## config.mk

```make
export PLATFORM = sky130hd
export DESIGN_NAME = xin_rom_sequencer_flat
export DESIGN_NICKNAME = d
export VERILOG_FILES = /design/src/rtl/xin_rom_sequencer_pkg.sv /design/src/rtl/xin_rom_sequencer_if.sv /design/src/rtl/xin_rom_sequencer_out_reg.sv /design/src/rtl/xin_rom_sequencer.sv /design/src/flat_wrapper.sv
export SDC_FILE = /design/constraint.sdc
export NUM_CORES = 1
export LEC_CHECK = 0
export CAP_MARGIN = 15
export CORE_ASPECT_RATIO = 1.75
export CORE_MARGIN = 2
export CORE_UTILIZATION = 45
export CTS_CLUSTER_SIZE = 25
export DETAILED_ROUTE_END_ITERATION = 12
export PLACE_DENSITY = 0.84
export SLEW_MARGIN = 10
export SYNTH_ARGS = -nofsm -noshare
export SYNTH_HDL_FRONTEND = slang
export SYNTH_HIERARCHICAL = 1
export SYNTH_SLANG_ARGS = --single-unit
```

## constraint.sdc

```tcl
create_clock -name clk -period 3.35 [get_ports clk]
set_clock_uncertainty 0.1 [all_clocks]
set_input_delay 0.8375 -clock clk [delete_from_list [all_inputs] [get_ports clk]]
set_output_delay 0.8375 -clock clk [all_outputs]
set_load 0.1 [all_outputs]
```

## src/rtl/xin_rom_sequencer_pkg.sv

```systemverilog
// Shared XIN ROM sequencer definitions: default geometry and FSM state encoding.
package tm_xin_pkg;
    localparam int XIN_DATA_W      = 32;
    localparam int XIN_ADDR_W      = 6;
    localparam int XIN_DEPTH       = 49;
    localparam int XIN_NUM_SAMPLES = 10;
    localparam int XIN_SAMPLE_W    = 4;

    typedef enum logic [1:0] {
        IDLE   = 2'd0,
        STREAM = 2'd1,
        DONE   = 2'd2
    } xin_state_e;
endpackage

```

## src/rtl/xin_rom_sequencer_if.sv

```systemverilog
// Control, ROM-side and beat-side signals of the XIN ROM sequencer.
interface xin_rom_sequencer_if
    import tm_xin_pkg::*;
#(
    parameter int DATA_WIDTH = XIN_DATA_W,
    parameter int ADDR_WIDTH = XIN_ADDR_W,
    parameter int SAMPLE_W   = XIN_SAMPLE_W
) ();
    logic                  start;
    logic [SAMPLE_W-1:0]   sample_sel;
    logic                  abort;
    logic                  busy;
    logic                  done;
    logic                  err;
    logic [SAMPLE_W-1:0]   rom_sample;
    logic [ADDR_WIDTH-1:0] rom_addr;
    logic [DATA_WIDTH-1:0] rom_data;
    logic                  out_valid;
    logic                  out_ready;
    logic [DATA_WIDTH-1:0] out_data;
    logic [ADDR_WIDTH-1:0] out_index;
    logic                  out_last;

    modport slave (
        input  start, sample_sel, abort, rom_data, out_ready,
        output busy, done, err, rom_sample, rom_addr,
               out_valid, out_data, out_index, out_last
    );

    modport master (
        output start, sample_sel, abort, rom_data, out_ready,
        input  busy, done, err, rom_sample, rom_addr,
               out_valid, out_data, out_index, out_last
    );
endinterface

```

## src/rtl/xin_rom_sequencer_out_reg.sv

```systemverilog
// Single-entry valid/ready output register; payload holds while stalled.
module xin_out_reg
    import tm_xin_pkg::*;
#(
    parameter int DATA_WIDTH = XIN_DATA_W,
    parameter int ADDR_WIDTH = XIN_ADDR_W
) (
    input  logic                  clk,
    input  logic                  rst,
    input  logic                  load_i,
    input  logic                  flush_i,
    input  logic                  ready_i,
    input  logic [DATA_WIDTH-1:0] data_i,
    input  logic [ADDR_WIDTH-1:0] index_i,
    input  logic                  last_i,
    output logic                  valid_o,
    output logic [DATA_WIDTH-1:0] data_o,
    output logic [ADDR_WIDTH-1:0] index_o,
    output logic                  last_o
);
    logic                  valid_q;
    logic [DATA_WIDTH-1:0] data_q;
    logic [ADDR_WIDTH-1:0] index_q;
    logic                  last_q;

    always_ff @(posedge clk) begin
        if (rst) begin
            valid_q <= 1'b0;
            data_q  <= '0;
            index_q <= '0;
            last_q  <= 1'b0;
        end else begin
            if (flush_i)      valid_q <= 1'b0;
            else if (load_i)  valid_q <= 1'b1;
            else if (ready_i) valid_q <= 1'b0;
            // payload only moves on load, so it is stable under stall and after drain
            if (load_i) begin
                data_q  <= data_i;
                index_q <= index_i;
                last_q  <= last_i;
            end
        end
    end

    assign valid_o = valid_q;
    assign data_o  = data_q;
    assign index_o = index_q;
    assign last_o  = last_q;
endmodule

```

## src/rtl/xin_rom_sequencer.sv

```systemverilog
// Streams one sample out of the XIN ROM bank: sample select, address walk, completion.
module xin_rom_sequencer
    import tm_xin_pkg::*;
#(
    parameter int DATA_WIDTH  = XIN_DATA_W,
    parameter int ADDR_WIDTH  = XIN_ADDR_W,
    parameter int ROM_DEPTH   = XIN_DEPTH,
    parameter int NUM_SAMPLES = XIN_NUM_SAMPLES,
    parameter int SAMPLE_W    = XIN_SAMPLE_W
) (
    input logic               clk,
    input logic               rst,
    xin_rom_sequencer_if.slave bus
);
    // one extra bit so rd_addr can rest at ROM_DEPTH even when ROM_DEPTH == 2**ADDR_WIDTH
    localparam logic [ADDR_WIDTH:0] DEPTH_C = (ADDR_WIDTH+1)'(ROM_DEPTH);
    localparam logic [ADDR_WIDTH:0] LAST_C  = (ADDR_WIDTH+1)'(ROM_DEPTH - 1);
    localparam logic [SAMPLE_W:0]   NSAMP_C = (SAMPLE_W+1)'(NUM_SAMPLES);

    xin_state_e            state_q, state_d;
    logic [ADDR_WIDTH:0]   rd_addr_q, rd_addr_d;
    logic [SAMPLE_W-1:0]   sample_q, sample_d;
    logic                  err_q, err_d;

    logic                  out_valid, out_last;
    logic                  in_stream, load, flush, sel_ok;

    assign in_stream = (state_q == STREAM);
    assign sel_ok    = ({1'b0, bus.sample_sel} < NSAMP_C);
    assign flush     = in_stream & bus.abort;
    assign load      = in_stream & ~bus.abort & (~out_valid | bus.out_ready)
                     & (rd_addr_q < DEPTH_C);

    always_ff @(posedge clk) begin
        if (rst) begin
            state_q   <= IDLE;
            rd_addr_q <= '0;
            sample_q  <= '0;
            err_q     <= 1'b0;
        end else begin
            state_q   <= state_d;
            rd_addr_q <= rd_addr_d;
            sample_q  <= sample_d;
            err_q     <= err_d;
        end
    end

    always_comb begin
        state_d   = state_q;
        rd_addr_d = rd_addr_q;
        sample_d  = sample_q;
        err_d     = 1'b0;
        unique case (state_q)
            IDLE: begin
                // abort in the same cycle suppresses the start entirely
                if (bus.start && !bus.abort) begin
                    if (sel_ok) begin
                        state_d   = STREAM;
                        sample_d  = bus.sample_sel;
                        rd_addr_d = '0;
                    end else begin
                        err_d = 1'b1;
                    end
                end
            end
            STREAM: begin
                if (bus.abort) begin
                    state_d = IDLE;
                end else begin
                    if (load) rd_addr_d = rd_addr_q + (ADDR_WIDTH+1)'(1);
                    if (out_valid && bus.out_ready && out_last) state_d = DONE;
                end
            end
            DONE:    state_d = IDLE;
            default: state_d = IDLE;
        endcase
    end

    xin_out_reg #(
        .DATA_WIDTH (DATA_WIDTH),
        .ADDR_WIDTH (ADDR_WIDTH)
    ) u_out_reg (
        .clk     (clk),
        .rst     (rst),
        .load_i  (load),
        .flush_i (flush),
        .ready_i (bus.out_ready),
        .data_i  (bus.rom_data),
        .index_i (rd_addr_q[ADDR_WIDTH-1:0]),
        .last_i  (rd_addr_q == LAST_C),
        .valid_o (out_valid),
        .data_o  (bus.out_data),
        .index_o (bus.out_index),
        .last_o  (out_last)
    );

    assign bus.out_valid  = out_valid;
    assign bus.out_last   = out_last;
    assign bus.busy       = (state_q != IDLE);
    assign bus.done       = (state_q == DONE);
    assign bus.err        = err_q;
    assign bus.rom_sample = sample_q;
    assign bus.rom_addr   = (rd_addr_q >= DEPTH_C) ? LAST_C[ADDR_WIDTH-1:0]
                                                   : rd_addr_q[ADDR_WIDTH-1:0];
endmodule

```

## src/flat_wrapper.sv

```systemverilog
// flat-port wrapper written by rule: the top's interface ports become plain ports
module xin_rom_sequencer_flat import tm_xin_pkg::*;
#(
    parameter int DATA_WIDTH  = XIN_DATA_W,
    parameter int ADDR_WIDTH  = XIN_ADDR_W,
    parameter int ROM_DEPTH   = XIN_DEPTH,
    parameter int NUM_SAMPLES = XIN_NUM_SAMPLES,
    parameter int SAMPLE_W    = XIN_SAMPLE_W
)
  (clk, rst, bus_start, bus_sample_sel, bus_abort, bus_rom_data, bus_out_ready, bus_busy, bus_done, bus_err, bus_rom_sample, bus_rom_addr, bus_out_valid, bus_out_data, bus_out_index, bus_out_last);
  xin_rom_sequencer_if #(.DATA_WIDTH(DATA_WIDTH), .ADDR_WIDTH(ADDR_WIDTH), .SAMPLE_W(SAMPLE_W)) bus_i ();
  input logic clk;
  input logic rst;
  input wire logic [$bits(bus_i.start)-1:0] bus_start;
  input wire logic [$bits(bus_i.sample_sel)-1:0] bus_sample_sel;
  input wire logic [$bits(bus_i.abort)-1:0] bus_abort;
  input wire logic [$bits(bus_i.rom_data)-1:0] bus_rom_data;
  input wire logic [$bits(bus_i.out_ready)-1:0] bus_out_ready;
  output wire logic [$bits(bus_i.busy)-1:0] bus_busy;
  output wire logic [$bits(bus_i.done)-1:0] bus_done;
  output wire logic [$bits(bus_i.err)-1:0] bus_err;
  output wire logic [$bits(bus_i.rom_sample)-1:0] bus_rom_sample;
  output wire logic [$bits(bus_i.rom_addr)-1:0] bus_rom_addr;
  output wire logic [$bits(bus_i.out_valid)-1:0] bus_out_valid;
  output wire logic [$bits(bus_i.out_data)-1:0] bus_out_data;
  output wire logic [$bits(bus_i.out_index)-1:0] bus_out_index;
  output wire logic [$bits(bus_i.out_last)-1:0] bus_out_last;
  assign bus_i.start = bus_start;
  assign bus_i.sample_sel = bus_sample_sel;
  assign bus_i.abort = bus_abort;
  assign bus_i.rom_data = bus_rom_data;
  assign bus_i.out_ready = bus_out_ready;
  assign bus_busy = bus_i.busy;
  assign bus_done = bus_i.done;
  assign bus_err = bus_i.err;
  assign bus_rom_sample = bus_i.rom_sample;
  assign bus_rom_addr = bus_i.rom_addr;
  assign bus_out_valid = bus_i.out_valid;
  assign bus_out_data = bus_i.out_data;
  assign bus_out_index = bus_i.out_index;
  assign bus_out_last = bus_i.out_last;
  xin_rom_sequencer #(.DATA_WIDTH(DATA_WIDTH), .ADDR_WIDTH(ADDR_WIDTH), .ROM_DEPTH(ROM_DEPTH), .NUM_SAMPLES(NUM_SAMPLES), .SAMPLE_W(SAMPLE_W)) u_core (.clk(clk), .rst(rst), .bus(bus_i));
endmodule
```

==> qor.csv, run 1 <==
metric,value,unit
number of diodes,0,
max cap viols,0,
Worst EP required,3400,ps
setup_tns,0,ps
Vias per Instance,5.04,
Die W,57.4,um
All-Layer GR Usage,17.7,%
min-delay src,u_core/bus.rom_sample[0],
"Avg Cell Area, Syn",9.92,um2
Clock Path Buffers,2,
unrepaired setup endpoints after global routing,false,
setup bufs post-CTS,0,
Hold Path Cell Cnt,2,
R2R Setup Slk,1400,ps
power per cell area,398,nW/um2
Top delay family on crit path,buffers and inverters,
Synth Area in Compound Gates,5.08,%
"Distinct cells, synth",33,
reg2reg start,u_core/rd_addr_q[0],
Setup Viol. Count Final,0,
run status,finished clean,
CP Cell Sequence,clkdlybuf4s50_1 -> nor3b_4 -> o2111ai_1 -> inv_2 -> buf_12 -> mux2i_1 -> nor2_1,
IO Port Bufs,93,
Mapped Cells,226,
hold_buf cts,0,
Routed Antenna Nets,0,
Max VDD drop,376,uV
Fin. Hold Viols,0,
total congestion overflow,0,
Synth warnings,6,
fillers,438,
CTS Buf Count,5,
worst skew pair latency,300,ps
Crit Path Class,in2reg,
share of cells above drive strength 1,21.7,%
fin crit period,2470,ps
kind of end point of the critical path,flip-flop,
number of global-route vias before repair,1776,
Mapped Area,2240,um2
fin. max-slew vios,0,
Multi-input gate area,1030,um2
syn nets,269,
largest family of logic cells by synthesized area,simple AND/OR/NAND/NOR gates,
"slowest stage delay, CP",540,ps
Slew HR,39.1,%
DP Area,3010,um2
Worst EP arrival,2520,ps
TritonCTS clock tree,built,
worst hold endpoint,u_core/bus.rom_sample[0],
dpl hpwl,3560,um
CTS H-tree depth,2,
"Design Area, Final",3110,um2
end of the worst register-to-register path,u_core/u_out_reg/data_o[27],
Initial Util,45.8,%
FF-to-FF path depth,6,
total routed wirelength,4910,um
worst-margin pin slew,913,ps
cts repair resizes,0,
routed vias,1875,
CTS root buf,clkbuf_8,
area share of and/or/nand/nor cells after synthesis,21.7,%
die height,97.4,um
post-synthesis adder-cell area fraction,1.12,%
Remaining DRCs,0,
initial drt markers,49,
initial antenna violation count,0,
Worst Hold Class,reg2reg,
worst-path fanout max,40,
first-pass iteration count of the detailed router,4,
Final #Nets,360,
Worst Path Buf+Inv,3,
Core Region,4890,um2
"Reg clk slew, reported paths",90,ps
IO Count,94,
CTS Sinks,54,
Synth Area in XOR/XNOR,0,%
mux cell area share after synthesis,17.9,%
largest net degree at the start of global routing,55,
CP max stage cell,clkdlybuf4s50_1,
Startpoint Class,primary input,
area delta synth->final,38.7,%
Die ar.,5590,um2
first-pass GRT wire length,7910,um
placer congestion estimate,0.834,
DR WL/cell,13.2,um
Leak Pwr,1.25,nW
"Period Utilization, post-route",73.8,%
sequential share of the synthesized area,48.2,%
cell row count,34,
#FFs+latches synth,54,
storage element area,1080,um2
max frequency,405,MHz
## worst reg2reg max path, cell delays in order (launching register included)
cell	delay, ps
dfxtp_1	390
nor4_1	430
o2111ai_1	200
inv_2	100
buf_12	260
mux2i_1	270
nor2_1	60
## metal layers
metal | GRT usage [%] | vias to the layer above | routed length [um]
met5 | 0 | - | 0
met4 | 6.44 | 0 | 70
met3 | 3.99 | 5 | 246
met2 | 32.9 | 45 | 2670
met1 | 18.5 | 873 | 1930
li1 | - | 952 | -
## layout by cell type (no fill, tap or decap)
cell type and n:
a21oi_1 9, a22oi_1 1, and2_1 5, and3b_1 2, buf_12 1, buf_2 1
buf_4 54, clkbuf_8 6, clkdlybuf4s50_1 39, clkinv_2 1, clkinvlp_4 1, dfxtp_1 54
ha_1 2, inv_1 4, inv_2 1, mux2i_1 40, nand2_1 12, nand2b_1 5
nand3_1 10, nand3b_1 1, nand4_1 1, nor2_1 42, nor2b_1 3, nor3_1 2
nor3b_1 3, nor3b_4 1, nor4_1 2, nor4b_4 1, o2111ai_1 2, o211ai_1 1
o21a_1 1, o21ai_1 4, o311ai_0 1, or2_1 1, or2_2 2, or4_1 2
## how the worst max path moves through the flow
| stage | startpoint | endpoint | slack [ps] | cells after the start |
|---|---|---|---|---|
| floorplan | u_core/state_q[1] | bus_done | 570 | 1 |
| global placement | bus_abort | u_core/u_out_reg/data_o[20] | 620 | 7 |
| detailed placement | bus_abort | u_core/u_out_reg/data_o[27] | 540 | 7 |
| CTS | bus_abort | u_core/u_out_reg/data_o[27] | 860 | 7 |
| global route | bus_abort | u_core/u_out_reg/index_o[1] | 720 | 7 |
| finish | bus_abort | u_core/u_out_reg/data_o[27] | 880 | 7 |
## power by group
part | internal (W) | switching [W]
combinational | 0.0000765 | 0.000130
clock | 0.000167 | 0.000205
sequential | 0.000653 | 0.00000744
## through the flow
step / worst slack (ps) / utilization [%] / total power, W / cells / hold slack, ps
6_report: 879 / 63.6 / 0.00124 / 372 / 361
5_1_grt: 724 / 63.6 / 0.00128 / 372 / 377
4_1_cts: 864 / 63.6 / 0.00125 / 372 / 362
3_5_place_dp: 542 / 61.6 / 0.000883 / 364 / 349
3_3_place_gp: 623 / 61.6 / 0.000881 / 364 / 352
2_1_floorplan: 573 / - / 0.000811 / 226 / 407
## logic make-up after synthesis
group / Yosys count
buf+inv: 16
fa+ha+maj: 2
compound gates: 19
simple gates: 95
mux: 40
flops: 54
## flip-flops by register name, indices dropped and copies added, names as in the netlist
signal                    flops
u_core/u_out_reg/data_o      32
u_core/rd_addr_q              7
u_core/u_out_reg/index_o      6
u_core/bus.rom_sample         4
u_core/state_q                2
u_core/bus.err                1
u_core/u_out_reg/last_o       1
u_core/u_out_reg/valid_o      1
## cell type report
cell class	count	area share, %
well taps	54	2.17
repair buffers	95	26.4
inverters	5	0.604
flip-flops and latches	54	34.8
clock buffers	6	2.66
multi-input cells	156	33.0
clock inverters	2	0.402
## cell usage after synthesis (all sizes together)
master	count	share of area (%)
nand2b	5	1.4
a22oi	1	0.33
o311ai	1	0.39
nor3b	4	1.8
and3b	2	0.78
nor2b	3	0.84
o2111ai	2	0.78
and2	5	1.4
nand3b	1	0.33
buf	7	4.5
o21ai	4	0.89
clkbuf	4	0.67
nand2	12	2.0
ha	2	1.1
or4	2	0.67
nand3	10	2.2
nor2	42	7.0
o211ai	1	0.33
nor4	2	0.56
nor3	2	0.45
nor4b	1	1.1
or2	3	0.84
o21a	1	0.33
mux2i	40	18
inv	5	0.84
dfxtp	54	48
nand4	1	0.28
a21oi	9	2.0
(Power assumes the default switching activity.)
==> run 2, diff against run 1 <==
Settings changed: CORE_UTILIZATION 45 to 38, PLACE_DENSITY 0.84 to 0.75.
Clock period 3.35 ns to 2.1 ns, I/O delays scaled along.
==> qor.csv, run 2 (synthesis results as in run 1) <==
metric,value,unit,change
run status,finished clean,,
max reg flops,32,,unchanged
CTS root buf,clkbuf_8,,
DR WL/cell,13.3,um,+0.72%
DP Area,3760,um2,+25%
"Design Area, Final",3840,um2,+23%
Core Region,5790,um2,+18%
Fin. Hold Viols,0,,unchanged
All-Layer GR Usage,17.1,%,-0.54 points
Worst EP arrival,2100,ps,-420 ps
TritonCTS clock tree,built,,
Setup Viol. Count Final,0,,unchanged
Remaining DRCs,0,,unchanged
setup bufs post-CTS,0,,unchanged
dpl hpwl,4190,um,+18%
Startpoint Class,primary input,,
initial drt markers,93,,+90%
Routed Antenna Nets,0,,unchanged
Worst EP required,2250,ps,-1150 ps
max cap viols,0,,unchanged
"Period Utilization, post-route",92.8,%,
worst-path fanout max,2,,-95%
Max VDD drop,369,uV,-2.1%
Leak Pwr,1.45,nW,+16%
power per cell area,520,nW/um2,+30%
share of cells above drive strength 1,25.5,%,+3.8 points
die height,106,um,+8.5%
area delta synth->final,71.1,%,
placed cells,404,,+11%
CTS Sinks,54,,unchanged
Setup WS pre-CTS,-160,ps,-703 ps
Hold WS,401,ps,+39.9 ps
IO Port Bufs,93,,unchanged
CP max stage cell,clkdlybuf4s50_1,,
initial antenna violation count,0,,unchanged
Slew HR,68.1,%,+29 points
worst skew pair latency,300,ps,about the same
first-pass iteration count of the detailed router,4,,unchanged
first-pass GRT wire length,8490,um,+7.3%
setup_tns,0,ps,unchanged
largest net degree at the start of global routing,35,,-36%
fin. max-slew vios,0,,unchanged
Clock Path Buffers,2,,unchanged
"commonest cells after routing, fill and taps aside","dfxtp_1, buf_12, nor2_1, mux2i_1, clkdlybuf4s50_1",,
max frequency,513,MHz,
Die W,62.1,um,+8.2%
Initial Util,38.7,%,-7.1 points
Worst Hold Class,reg2reg,,
Vias per Instance,4.82,,-4.4%
total routed wirelength,5470,um,+11%
Die ar.,6550,um2,+17%
Crit Path Class,in2reg,,
kind of end point of the critical path,flip-flop,,
"slowest stage delay, CP",460,ps,-80 ps
final worst setup slack,152,ps,-727 ps
CP Cell Sequence,clkdlybuf4s50_1 -> nor3b_4 -> o2111ai_1 -> buf_4 -> or4_1 -> nand3_1,,
number of global-route vias before repair,1834,,+3.3%
CTS Buf Count,5,,unchanged
final cell count without fillers,411,,+10%
unrepaired setup endpoints after global routing,false,,
IO Count,94,,unchanged
fin crit period,1950,ps,
"Reg clk slew, reported paths",90,ps,about the same
cell row count,37,,+8.8%
R2R Setup Slk,250,ps,-1150 ps
routed vias,1980,,+5.6%
worst-margin pin slew,473,ps,-439 ps
placer congestion estimate,0.780,,-6.5%
total congestion overflow,0,,unchanged
Final #Nets,376,,+4.4%
hold_buf cts,0,,unchanged
number of diodes,0,,unchanged
CTS H-tree depth,2,,unchanged
"commonest non-fill, non-tap cell in the layout",dfxtp_1,,
[run 2: cell count changes in the layout (fill, tap and decap cells not counted), sizes merged]
cell	previous run	this run
buf	56	72
clkinv	1	0
clkbuf	6	7
clkinvlp	1	0
[run 2: through the flow]
stage               utilization (%)  total power [W]
floorplan                         -          0.00129
global placement               64.9          0.00147
detailed placement             64.9          0.00148
CTS                            66.2          0.00202
global route                   66.3          0.00208
finish                         66.3          0.00199
[run 2: power breakdown]
group	switching (W)	total (W)	internal, W
Sequential	0.0000188	0.00106	0.00104
Clock	0.000314	0.000544	0.000231
Combinational	0.000215	0.000389	0.000174
Total	0.000547	0.00199	0.00145
[run 2: what timing repair did]
action | in CTS | in global routing
setup endpoints to repair | 0 | 4
endpoints found under the hold margin | 0 | 0
gates resized for setup | 0 | 1
[run 2: worst max-delay path, delay by kind of cell]
kind / cells / cell delay (ps)
buffers and inverters: 2 / 640
AO/OA/AOI/OAI: 1 / 180
AND/OR/NAND/NOR: 3 / 750
[run 2: worst paths after layout]
path                                                 start  depth (start not counted)                          to
worst min register to register  u_core/u_out_reg/data_o[8]                          2  u_core/u_out_reg/data_o[8]
worst max register to register         u_core/rd_addr_q[0]                          5         u_core/rd_addr_q[5]
worst max-delay path                             bus_abort                          6         u_core/rd_addr_q[5]
worst min-delay path            u_core/u_out_reg/data_o[8]                          2  u_core/u_out_reg/data_o[8]
[run 2: routing by layer]
| layer | GRT usage (%) | vias up | routed length, um |
|---|---|---|---|
| met3 | 4.05 | 8 | 287 |
| met2 | 29.9 | 51 | 3070 |
| met1 | 18.9 | 940 | 2010 |
| met4 | 6.53 | 0 | 103 |
| li1 | - | 981 | - |
| met5 | 0 | - | 0 |
[run 2: cell type report]
cell class	count	area, um2
fillers	455	1950
well taps	78	97.6
repair buffers	111	1530
multi-input cells	156	1030
clock buffers	7	76.3
flip-flops and latches	54	1080
inverters	5	18.8
==> run 3, diff against run 2 <==
Settings changed: RECOVER_POWER set to 50.
==> qor.csv, run 3 (synthesis results as in run 1) <==
metric,value,unit,change
max cap viols,0,,unchanged
max frequency,512,MHz,-0.21%
CP Cell Sequence,clkdlybuf4s50_1 -> clkbuf_1 -> nor4b_2 -> a21oi_1 -> a22oi_1 -> o21ai_1,,
reg2reg start,u_core/rd_addr_q[0],,
run status,finished clean,,
Crit Path Class,in2reg,,
Worst Path Buf+Inv,2,,unchanged
Die ar.,6550,um2,unchanged
setup bufs post-CTS,0,,unchanged
Remaining DRCs,0,,unchanged
number of global-route vias before repair,1834,,unchanged
fillers,528,,+16%
end of the worst register-to-register path,u_core/rd_addr_q[5],,
placer congestion estimate,0.780,,unchanged
TritonCTS clock tree,built,,
worst skew pair latency,300,ps,about the same
kind of end point of the critical path,flip-flop,,
Worst Hold Class,reg2reg,,
CTS H-tree depth,2,,unchanged
routed vias,1974,,-0.30%
share of cells above drive strength 1,24.6,%,-0.90 points
number of diodes,0,,unchanged
storage element area,1080,um2,-0.12%
initial drt markers,100,,+7.5%
power per cell area,596,nW/um2,+15%
setup_tns,0,ps,unchanged
"Period Utilization, post-route",93.0,%,+0.20 points
hold_buf cts,0,,unchanged
CTS Buf Count,5,,unchanged
Clock Path Buffers,2,,unchanged
"commonest non-fill, non-tap cell in the layout",dfxtp_1,,
Worst EP required,2190,ps,-60 ps
fin crit period,1950,ps,+4.11 ps
DR WL/cell,13.4,um,+0.64%
die height,106,um,unchanged
dpl hpwl,4190,um,unchanged
CP max stage cell,clkdlybuf4s50_1,,
"Reg clk slew, reported paths",90,ps,about the same
min-delay src,u_core/bus.rom_sample[0],,
worst-margin pin slew,569,ps,+95.6 ps
Vias per Instance,4.80,,-0.30%
Setup Viol. Count Final,0,,unchanged
cts repair resizes,0,,unchanged
Fin. Hold Viols,0,,unchanged
Final #Nets,376,,unchanged
unrepaired setup endpoints after global routing,false,,
fin. max-slew vios,0,,unchanged
IO Count,94,,unchanged
Die W,62.1,um,unchanged
worst-path fanout max,5,,+3
first-pass GRT wire length,8490,um,unchanged
IO Port Bufs,93,,unchanged
area delta synth->final,44.8,%,
CTS root buf,clkbuf_8,,
Worst EP arrival,2040,ps,-60 ps
cell row count,37,,unchanged
total congestion overflow,0,,unchanged
Top delay family on crit path,buffers and inverters,,
All-Layer GR Usage,17.1,%,unchanged
"commonest cells after routing, fill and taps aside","dfxtp_1, clkbuf_2, nor2_1, mux2i_1, clkdlybuf4s50_1",,
Core Region,5790,um2,unchanged
Routed Antenna Nets,0,,unchanged
first-pass iteration count of the detailed router,4,,unchanged
Max VDD drop,370,uV,+0.39%
placed cells,404,,unchanged
final cell count without fillers,411,,unchanged
R2R Setup Slk,250,ps,about the same
Initial Util,38.7,%,unchanged
Multi-input gate area,1020,um2,-0.85%
Leak Pwr,1.30,nW,-10%
FF-to-FF path depth,5,,unchanged
CTS Sinks,54,,unchanged
Slew HR,62.2,%,-5.9 points
Startpoint Class,primary input,,
Hold Path Cell Cnt,2,,unchanged
max reg flops,32,,unchanged
worst hold endpoint,u_core/bus.rom_sample[0],,
total routed wirelength,5500,um,+0.64%
"slowest stage delay, CP",460,ps,about the same
initial antenna violation count,0,,unchanged
largest net degree at the start of global routing,35,,unchanged
==> run 3: changes by cell type in the layout (fill, tap and decap cells not counted), sizes merged <==
cell    previous run  this run
buf               72        26
clkbuf             7        53
==> run 3: worst max path at each step <==
stage | from | endpoint | depth (start not counted)
global route | bus_abort | u_core/u_out_reg/data_o[29] | 7
detailed placement | bus_abort | u_core/rd_addr_q[5] | 6
CTS | u_core/rd_addr_q[5] | bus_rom_addr[3] | 3
global placement | bus_abort | u_core/rd_addr_q[5] | 6
floorplan | u_core/state_q[1] | bus_done | 1
finish | bus_abort | u_core/rd_addr_q[2] | 6
==> run 3: layout make-up <==
cell class,count,area share [%]
Sequential cell,54,33.3
Multi-Input combinational cell,156,31.5
Timing Repair Buffer,111,29.2
Tap cell,78,3.01
Clock buffer,7,2.35
Inverter,5,0.578
==> run 3: per-stage QoR <==
stage                     util, %  hold WS, ps  area (um2)  worst slack [ps]  power, W
final                        56.1          369        3250               147   0.00193
after global placement       64.9          374        3760              -125   0.00147
after detailed placement     64.9          385        3760              -160   0.00148
after floorplan                 -          407        2250               148   0.00129
after global routing         56.1          382        3250              80.2   0.00202
after CTS                    66.2          406        3830              55.9   0.00202
==> run 3: where the power goes <==
| group | switching (W) | internal [W] |
|---|---|---|
| Clock | 0.000310 | 0.000230 |
| Sequential | 0.0000109 | 0.00104 |
| Combinational | 0.000215 | 0.000127 |
==> run 3: worst reg2reg max path: cells and delay by family (launching register included) <==
kind	cells	cell delay, ps
simple gates	3	1000
flops	1	320
compound gates	1	210
buf+inv	1	180
==> run 3: per-layer routing <==
layer  track usage [%]  part of all wire [%]  routed length [um]  up-vias
met5                 0                     0                   0        -
met4              6.53                   1.8                 101        0
met3              4.05                   5.3                 294        7
met2              29.9                    56                3070       50
met1              18.9                    37                2040      936
li1                  -                     -                   -      981
